<file path="config.mk">
export PLATFORM = sky130hd
export DESIGN_NAME = adder_share_arbiter
export DESIGN_NICKNAME = d
export VERILOG_FILES = /design/src/rtl/adder_share_arbiter_pkg.sv /design/src/rtl/adder_share_arbiter_adder_32bit.sv /design/src/rtl/adder_share_arbiter.sv
export SDC_FILE = /design/constraint.sdc
export NUM_CORES = 1
export LEC_CHECK = 0
export BUFFER_PORTS_ARGS = -buffer_cell sky130_fd_sc_hd__buf_4
export CAP_MARGIN = 20
export CORE_AREA = 2 2 235 237
export DETAILED_ROUTE_END_ITERATION = 6
export DIE_AREA = 0 0 237 239
export SLEW_MARGIN = 20
export SYNTH_ARGS = -nofsm -noshare
export SYNTH_HDL_FRONTEND = slang
export SYNTH_HIERARCHICAL = 1
export SYNTH_SLANG_ARGS = --single-unit
</file>
<file path="constraint.sdc">
create_clock -name clk -period 6.1 [get_ports clk]
set_input_delay 0.61 -clock clk [delete_from_list [all_inputs] [get_ports clk]]
set_output_delay 0.61 -clock clk [all_outputs]
set_load 0.03 [all_outputs]
</file>
<file path="src/rtl/adder_share_arbiter_pkg.sv">
// ---------------------------------------------------------------------------
// adder_share_arbiter_pkg
//   Shared definitions for the shared-adder arbiter slice: datapath widths,
//   the sequencing FSM state encoding and its width.
//   No ports; imported by adder_32bit and adder_share_arbiter.
// ---------------------------------------------------------------------------
package adder_share_arbiter_pkg;

    // One adder pass is 32 bits wide; a wide operation is two chained passes.
    localparam int LANE_W = 32;
    localparam int OP_W   = 64;

    // Sequencer state encoding.
    localparam int ST_W   = 2;

    typedef enum logic [ST_W-1:0] {
        ST_IDLE = 2'd0,
        ST_LO   = 2'd1,
        ST_HI   = 2'd2,
        ST_RESP = 2'd3
    } arb_state_t;

endpackage

</file>
<file path="src/rtl/adder_share_arbiter_adder_32bit.sv">
// ---------------------------------------------------------------------------
// adder_32bit
//   The single shared 32-bit adder. Purely combinational.
//   Ports:
//     Sum  out 32  A + B + C, modulo 2^32
//     Cout out 1   carry out of bit 31
//     A    in  32  operand A
//     B    in  32  operand B
//     C    in  1   carry in
// ---------------------------------------------------------------------------
module adder_32bit
    import adder_share_arbiter_pkg::*;
(
    output logic [LANE_W-1:0] Sum,
    output logic              Cout,
    input  logic [LANE_W-1:0] A,
    input  logic [LANE_W-1:0] B,
    input  logic              C
);

    // Widen by one bit so the carry out falls out of the same addition.
    assign {Cout, Sum} = {1'b0, A} + {1'b0, B} + {{LANE_W{1'b0}}, C};

endmodule

</file>
<file path="src/rtl/adder_share_arbiter.sv">
// ---------------------------------------------------------------------------
// adder_share_arbiter
//   Shares one adder_32bit among NREQ requesters using round-robin
//   arbitration. Narrow requests take one adder pass (32 bits); wide requests
//   take two passes, low half first, with the carry chained into the high
//   half. Each result is returned over a valid/ready handshake, tagged with
//   the id of the requester that owns it.
//
//   Ports:
//     clk        in   1        rising-edge clock
//     reset      in   1        asynchronous, active-high reset
//     req        in   NREQ     request level per requester, held until gnt
//     req_wide   in   NREQ     1 = 64-bit add, 0 = 32-bit add
//     req_a      in   NREQ*64  operand A, lane i = [64i+63:64i]
//     req_b      in   NREQ*64  operand B, same lane layout
//     req_cin    in   NREQ     carry in per requester
//     gnt        out  NREQ     one-hot accept pulse; operands captured then
//     busy       out  1        high whenever the sequencer is not idle
//     rsp_valid  out  1        result available
//     rsp_ready  in   1        consumer takes the result
//     rsp_id     out  IDW      requester that owns the result
//     rsp_sum    out  64       sum; upper half is zero for narrow ops
//     rsp_cout   out  1        carry out of the final pass
// ---------------------------------------------------------------------------
module adder_share_arbiter
    import adder_share_arbiter_pkg::*;
#(
    parameter int NREQ = 4,
    parameter int IDW  = 2
) (
    input  logic                 clk,
    input  logic                 reset,
    input  logic [NREQ-1:0]      req,
    input  logic [NREQ-1:0]      req_wide,
    input  logic [NREQ*OP_W-1:0] req_a,
    input  logic [NREQ*OP_W-1:0] req_b,
    input  logic [NREQ-1:0]      req_cin,
    output logic [NREQ-1:0]      gnt,
    output logic                 busy,
    output logic                 rsp_valid,
    input  logic                 rsp_ready,
    output logic [IDW-1:0]       rsp_id,
    output logic [OP_W-1:0]      rsp_sum,
    output logic                 rsp_cout
);

    arb_state_t          state;
    arb_state_t          next_state;

    logic [IDW-1:0]      rr_ptr;
    logic [IDW-1:0]      winner;
    logic                any_req;

    logic [OP_W-1:0]     lane_a [NREQ];
    logic [OP_W-1:0]     lane_b [NREQ];

    logic [OP_W-1:0]     op_a;
    logic [OP_W-1:0]     op_b;
    logic                op_cin;
    logic                op_wide;
    logic [IDW-1:0]      op_id;

    logic [LANE_W-1:0]   lo;
    logic [LANE_W-1:0]   hi;
    logic                carry;

    logic [LANE_W-1:0]   add_a;
    logic [LANE_W-1:0]   add_b;
    logic                add_c;
    logic [LANE_W-1:0]   add_sum;
    logic                add_cout;

    // Round-robin pick: the first set request found scanning upward from the
    // slot just after the previous winner, wrapping past NREQ-1 back to 0.
    // Offsets are walked from farthest to nearest so the nearest set request
    // is the one left standing.
    function automatic logic [IDW-1:0] rr_pick(input logic [NREQ-1:0] r,
                                               input logic [IDW-1:0]  ptr);
        logic [IDW-1:0]  pick;
        logic [NREQ-1:0] shifted;
        int              idx;
        pick = '0;
        for (int off = NREQ; off >= 1; off--) begin
            idx     = (int'(ptr) + off) % NREQ;
            shifted = r >> idx;
            if (shifted[0]) begin
                pick = IDW'(idx);
            end
        end
        return pick;
    endfunction

    // Break the packed operand buses into per-requester lanes so the winner
    // can select its operands with a plain array index.
    always_comb begin
        for (int i = 0; i < NREQ; i++) begin
            lane_a[i] = req_a[i*OP_W +: OP_W];
            lane_b[i] = req_b[i*OP_W +: OP_W];
        end
    end

    // Arbitration is evaluated every cycle but only acted on in IDLE.
    always_comb begin
        any_req = |req;
        winner  = rr_pick(req, rr_ptr);
    end

    // Sequencer state register.
    always_ff @(posedge clk or posedge reset) begin
        if (reset) begin
            state <= ST_IDLE;
        end else begin
            state <= next_state;
        end
    end

    // Next-state logic and the grant pulse. A grant only ever issues from
    // IDLE, so at most one operation is in flight at a time.
    always_comb begin
        next_state = state;
        gnt        = '0;
        case (state)
            ST_IDLE: begin
                if (any_req) begin
                    gnt[winner] = 1'b1;
                    next_state  = ST_LO;
                end
            end
            ST_LO: begin
                next_state = op_wide ? ST_HI : ST_RESP;
            end
            ST_HI: begin
                next_state = ST_RESP;
            end
            ST_RESP: begin
                if (rsp_ready) begin
                    next_state = ST_IDLE;
                end
            end
            default: begin
                next_state = ST_IDLE;
            end
        endcase
    end

    // The adder sees the low halves and the requester's carry-in during LO,
    // and the high halves with the carry from the low pass during HI.
    always_comb begin
        add_a = op_a[LANE_W-1:0];
        add_b = op_b[LANE_W-1:0];
        add_c = op_cin;
        if (state == ST_HI) begin
            add_a = op_a[OP_W-1:LANE_W];
            add_b = op_b[OP_W-1:LANE_W];
            add_c = carry;
        end
    end

    adder_32bit u_adder (
        .Sum  (add_sum),
        .Cout (add_cout),
        .A    (add_a),
        .B    (add_b),
        .C    (add_c)
    );

    // Operand capture on grant, then one register update per adder pass.
    // The high half is cleared on the low pass so narrow results come back
    // with a zero upper word. Nothing here moves while in RESP, which keeps
    // the response stable under backpressure.
    always_ff @(posedge clk or posedge reset) begin
        if (reset) begin
            rr_ptr  <= IDW'(NREQ - 1);
            op_a    <= '0;
            op_b    <= '0;
            op_cin  <= 1'b0;
            op_wide <= 1'b0;
            op_id   <= '0;
            lo      <= '0;
            hi      <= '0;
            carry   <= 1'b0;
        end else begin
            case (state)
                ST_IDLE: begin
                    if (any_req) begin
                        op_a    <= lane_a[winner];
                        op_b    <= lane_b[winner];
                        op_cin  <= req_cin[winner];
                        op_wide <= req_wide[winner];
                        op_id   <= winner;
                        rr_ptr  <= winner;
                    end
                end
                ST_LO: begin
                    lo    <= add_sum;
                    hi    <= '0;
                    carry <= add_cout;
                end
                ST_HI: begin
                    hi    <= add_sum;
                    carry <= add_cout;
                end
                default: begin
                end
            endcase
        end
    end

    // Status and response outputs come straight from state and registers.
    assign busy      = (state != ST_IDLE);
    assign rsp_valid = (state == ST_RESP);
    assign rsp_id    = op_id;
    assign rsp_sum   = {hi, lo};
    assign rsp_cout  = carry;

endmodule

</file>
==> results of run 1 <==
[cells in the mapped netlist, types with 7 or more instances]
cell      number  area share
clkbuf_1      54       0.015
buf_12        23       0.033
a21o_1        17      0.0092
inv_1         44       0.012
mux2i_1      261        0.19
buf_6          8      0.0065
ha_1          35       0.032
xnor2_1       15      0.0095
o211ai_1       7      0.0038
o221ai_1     101       0.064
nand2_1      151       0.041
xor2_1        15      0.0095
nand3_1       38       0.014
buf_2         12      0.0043
a21oi_1       40       0.014
dfrtp_1      199        0.36
o21ai_0       41       0.015
o221ai_2      30       0.033
mux2_2        99       0.080
nor2_1        22      0.0060
[layout make-up]
cell class,count,area (sq um),area share
repair buffers,617,4670,0.240
inverters,46,180,0.00924
clock buffers,31,688,0.0353
flip-flops and latches,201,5030,0.258
well taps,704,881,0.0452
clock inverters,12,221,0.0114
multi-input cells,947,7820,0.401
[per-layer routing]
metal	wire (microns)	track usage
met1	21400	0.213
met2	30000	0.371
met5	0	0
met3	3010	0.0320
met4	1470	0.0474
[worst max-delay path: stages (launching register included)]
cell	delay (ns)
dfrtp_1	0.42
inv_1	0.14
ha_4	0.43
mux2_2	0.41
fa_1	0.48
fa_1	0.43
a21o_1	0.21
a221oi_1	0.64
o211ai_1	0.20
a21oi_1	0.40
o31ai_1	0.23
o31ai_1	0.23
a41oi_1	0.09
mux2_2	0.30
[state kept, by name (all words and copies together) (netlist names)]
| signal | flops |
|---|---|
| hi | 32 |
| lo | 32 |
| op_a | 64 |
| op_b | 64 |
| op_cin | 1 |
| op_wide | 1 |
| rr_ptr | 2 |
| rsp_cout | 1 |
| rsp_id | 2 |
| state | 2 |
[power by group through the flow]
stage	Sequential (mW)	Clock (mW)	Combinational, mW
final	2.49	1.66	7.28
after global routing	2.57	1.76	7.99
after CTS	2.53	1.70	7.43
after detailed placement	2.54	0	7.39
after global placement	2.54	0	7.32
after floorplan	2.56	0	5.10
[logic make-up (layout without fill, tap and decap cells)]
logic type	Yosys count	count (layout)
compound gates	275	275
xor+xnor	30	30
fa+ha+maj	37	37
buf+inv	153	706
flops	201	201
mux	361	361
simple gates	244	244
[metrics by stage]
| step | setup WS, ns | std cells | total power [mW] | utilization |
|---|---|---|---|---|
| finish | 1.35 | 2558 | 11.4 | 0.359 |
| detailed placement | 1.35 | 2515 | 9.94 | 0.342 |
| floorplan | 0.0109 | 1301 | 7.66 | - |
| global placement | 1.40 | 2515 | 9.87 | 0.342 |
| global route | 1.03 | 2558 | 12.3 | 0.359 |
| CTS | 1.33 | 2558 | 11.7 | 0.359 |
[path summary, 6_finish.rpt]
kind                                       from              endpoint  slack [ns]  cells after the start
max reg2reg                state[0]$_DFFE_PP0P_    lo[24]$_DFFE_PP0N_        1.35                     13
max in group asynchronous                 reset  op_a[62]$_DFFE_PP0P_        4.44                      3
min in group clk                     req_a[239]  op_a[47]$_DFFE_PP0P_        0.38                      3
max                        state[0]$_DFFE_PP0P_    lo[24]$_DFFE_PP0N_        1.35                     13
min                                       reset  op_b[19]$_DFFE_PP0P_        0.22                      2
min reg2reg                op_a[27]$_DFFE_PP0P_  op_a[27]$_DFFE_PP0P_        0.48                      2
==> metrics.txt, run 1 <==
P_sw=5.42 mW; Fill cells=5504; number of antenna violations at the first check in global routing=0; IO Port Bufs=599; Comb pwr share=0.637; Slew HR=0.303; P_int=6.01 mW; worst-margin pin slew=1.05 ns; Final ANT Viol Nets=0; Synth Area in XOR/XNOR=0.0190; leakage=9.60 nW; Via Count=about 12000; PostCTS Resize Cnt=0; syn_area_per_cell=10.7 sq um; YS warnings=6; fmax=0.210 GHz; largest net degree at the start of global routing=109; leading cell type in the layout, fill and taps excluded=buf_4; Area growth, synth to finish=40.7%; Post-Syn Instances=approximately 1300; RePlAce Congestion=0.855; final setup TNS=0 ns; hpwl dp=45.0 mm; Seq cells post-synth=201; Rows=86; post-DR wirelength/cell=21.8 microns; vias in the first global route=13119; CP Data Arrival Time=5.17 ns; PD cells=roughly 590 nW/um^2; synthesized cell area=approximately 14000 sq um; initial drt markers=538; antenna cells=0; sequential share of power=0.218; sequential area share after synthesis=0.363; CP startpoint kind=flip-flop; fin crit period=4.75 ns; Post-synth ARST share=1.00; I/O pin cnt=600; CTS Buffer Depth=3; H-tree depth=1; Die ar.=56600 sq um; kind of critical path=flip-flop to flip-flop; drt total wl=55.8 mm; Via-to-Cell Ratio=between 4 and 5; TritonRoute pass-1 iters=4; WHS=0.221 ns; synth unique cells=61; Nets=~2400; Sink Count=between 200 and 250; GR Overflow Total=0; cts hold-fix bufs=0; Adder-Cell Fraction of Synth Area=0.0345; outcome=complete, no violations; period utilisation layout=0.779; Post-DP Area=~19000 sq um; final slew viol count=0; highest-count cells in the layout ignoring fill and taps=buf_4 (614), mux2i_1 (261), dfrtp_1 (199), nand2_1 (151), o221ai_1 (101); number of buffers created by CTS=25; syn nets=1865; Root Driver=clkbuf_16; hold violation count in the final report=0; Clk pin slew, worst setup/hold paths=roughly 0.060 ns; Main synth FF type=dfrtp_1; ratio of cells with drive above 1 in the final layout=0.435; GR Util All Layers=0.190; RSZ-0062 raised after global routing=false; Die Span Y=239 microns; max-cap violations=0; Post-Synth Simple-Gate Area=0.0777; DRC Markers=0; clock share of power=0.145; area of the core=~54000 sq um; final instance area=between 15000 and 20000 sq um; switch share=0.474; peak supply drop=about 0.25 mV; EDFF count, synth=0; largest family of logic cells by synthesized area=multiplexers; HP Class=primary input to async pin; Compound-Gate Fraction of Synth Area=0.160; # setup viols final=0; CTS tree=built; global-route wire length before repair=81.0 mm; Post-CTS Setup Bufs=0; multiplexer share of the synthesized area=0.270; crit path max fanout=29; Crit path required time=between 6 and 7 ns; die width=237 microns; CP Capture Type=flip-flop; Layout Skew=between 0.02 and 0.025 ns; Skew-Pair Late Insertion Delay=approximately 0.55 ns; Initial Util=0.255
No activity file was read; power rests on OpenSTA's default activity.
==> inputs of run 2 (changes only) <==
clock period = 4.3 ns   (was 6.1 ns; I/O delays follow)
==> run 2 against run 1 <==
  * Highest routed layer unchanged
  * Via count is 1.2% higher
  * Sequential share of layout area barely moved
  * Critical path type unchanged
  * Sequential power grew 50%
  * Combinational power grew 41%
==> metrics.txt, run 2 (synthesis results as in run 1) <==
Final ANT Viol Nets=0; drt total wl=57.0 mm; most used cell, CP=mux2_2; hold violation count in the final report=0; GR Overflow Total=0; clock share of power=0.128; Clk pin slew, worst setup/hold paths=0.06 ns; Crit path required time=between 4 and 5 ns; Final Non-Filler Cells=between 2000 and 3000; Slew HR=0.373; initial drt markers=574; peak supply drop=between 0.4 and 0.5 mV; I/O pin cnt=600; # setup viols final=0; DRC Markers=0; reg2reg setup slack=0.23 ns; P_int=8.35 mW; PD cells=828 nW/um^2; WHS=roughly 0.030 ns; r2r endpoint=lo[29]$_DFFE_PP0N_; Area growth, synth to finish=40.7%; CP startpoint kind=flip-flop; Die Span Y=around 240 microns; period utilisation layout=0.947; Layout Skew=0.0128 ns; worst reg2reg path depth=13; Crit path largest cell delay=roughly 0.5 ns; area of the core=54300 sq um; IO Port Bufs=~600; Via Count=12453; largest net degree at the start of global routing=97; crit path max fanout=32; Sink Count=201; number of buffers created by CTS=25; max-cap violations=0; Rows=86; P_sw=approximately 7.8 mW; Top Registers=op_a (64), op_b (64); Post-CTS Setup Bufs=0; leading cell type in the layout, fill and taps excluded=buf_4; final slew viol count=0; Comb pwr share=0.640; Fill cells=5583; Skew-Pair Late Insertion Delay=0.54 ns; pre-CTS setup slack=0.174 ns; CP max stage cell=or4_1; die width=237 microns; setup ws final=0.228 ns; outcome=complete, no violations; Via-to-Cell Ratio=4.85; global-route wire length before repair=around 83 mm; Initial Util=0.255; Inst Count DP=2522; fin crit period=4.07 ns; CTS Buffer Depth=3; Die ar.=56600 sq um; top cell family by delay on the critical path=simple AND/OR/NAND/NOR gates; Crit path buffers/inverters=3; switch share=0.482; fmax=approximately 0.25 GHz; TritonRoute pass-1 iters=5; final setup TNS=0 ns; worst-margin pin slew=0.941 ns; Post-DP Area=18700 sq um; HP Class=primary input to async pin; r2r startpoint=state[0]$_DFFE_PP0P_; RePlAce Congestion=0.875; Nets=2409; leakage=between 9 and 10 nW; CTS tree=built; final instance area=19500 sq um; H-tree depth=1; kind of critical path=flip-flop to flip-flop; CP Capture Type=flip-flop; CP Data Arrival Time=4.49 ns; post-DR wirelength/cell=22.2 microns; GR Util All Layers=0.195; sequential share of power=0.231; Cell Chain, Critical Path=inv_1 -> ha_4 -> buf_6 -> mux2_2 -> ha_1 -> nand2_2 -> nor4b_4 -> inv_2 -> o311a_1 -> or4_1 -> a31oi_1 -> xor2_1 -> mux2_2; ratio of cells with drive above 1 in the final layout=0.436; highest-count cells in the layout ignoring fill and taps=buf_4 (616), mux2i_1 (261), dfrtp_1 (199), nand2_1 (151), o221ai_1 (101); vias in the first global route=13112; hpwl dp=46.5 mm; number of antenna violations at the first check in global routing=1; Root Driver=clkbuf_16
run 2: cell count changes in the layout (fill, tap and decap cells not counted), sizes merged:
cell,previous run,this run
buf,617,624
clkbuf,31,37
bufinv,6,1
clkinvlp,3,6
inv,47,45
diode,0,1
run 2: what timing repair did:
item | CTS | global route
gates resized for setup | 0 | 4
hold endpoints to repair | 0 | 0
setup endpoints to repair | 0 | 12
hold buffers | 0 | 0
run 2: worst max path at each step:
| stage | startpoint | end | slack [ns] | cells after the start |
|---|---|---|---|---|
| floorplan | state[0]$_DFFE_PP0P_ | lo[30]$_DFFE_PP0N_ | 0.06 | 15 |
| global placement | state[0]$_DFFE_PP0P_ | lo[24]$_DFFE_PP0N_ | 0.25 | 14 |
| detailed placement | state[0]$_DFFE_PP0P_ | lo[30]$_DFFE_PP0N_ | 0.17 | 14 |
| CTS | state[0]$_DFFE_PP0P_ | lo[30]$_DFFE_PP0N_ | 0.13 | 14 |
| global route | state[0]$_DFFE_PP0P_ | hi[31]$_DFFE_PP0P_ | -0.004 | 14 |
| finish | state[0]$_DFFE_PP0P_ | lo[29]$_DFFE_PP0N_ | 0.23 | 13 |
run 2: through the flow:
step	utilization	total power, mW
finish	0.359	16.1
global route	0.359	17.4
CTS	0.358	16.4
detailed placement	0.344	14.2
global placement	0.344	14.1
floorplan	-	10.9
run 2: power groups by stage:
stage	Combinational, mW	Sequential (mW)	Clock (mW)
2_1_floorplan	7.24	3.63	0
3_3_place_gp	10.2	3.86	0
3_5_place_dp	10.3	3.83	0
4_1_cts	10.4	3.81	2.15
5_1_grt	11.3	3.83	2.22
6_report	10.3	3.73	2.07
run 2: layout make-up:
| cell class | count | area [sq um] | area share |
|---|---|---|---|
| multi-input combinational | 947 | 7830 | 0.402 |
| sequential | 201 | 5030 | 0.258 |
| timing repair buffer | 624 | 4770 | 0.245 |
| tap | 704 | 881 | 0.0452 |
| clock buffer | 37 | 721 | 0.0370 |
| inverter | 46 | 176 | 0.00905 |
| clock inverter | 8 | 77.6 | 0.00398 |
| antenna | 1 | 2.50 | 0.000128 |
run 2: per-layer routing:
layer  wire length [microns]  track usage
met5                       0            0
met2                   30100        0.371
met3                    2640       0.0271
met1                   22000        0.220
met4                    2260       0.0713
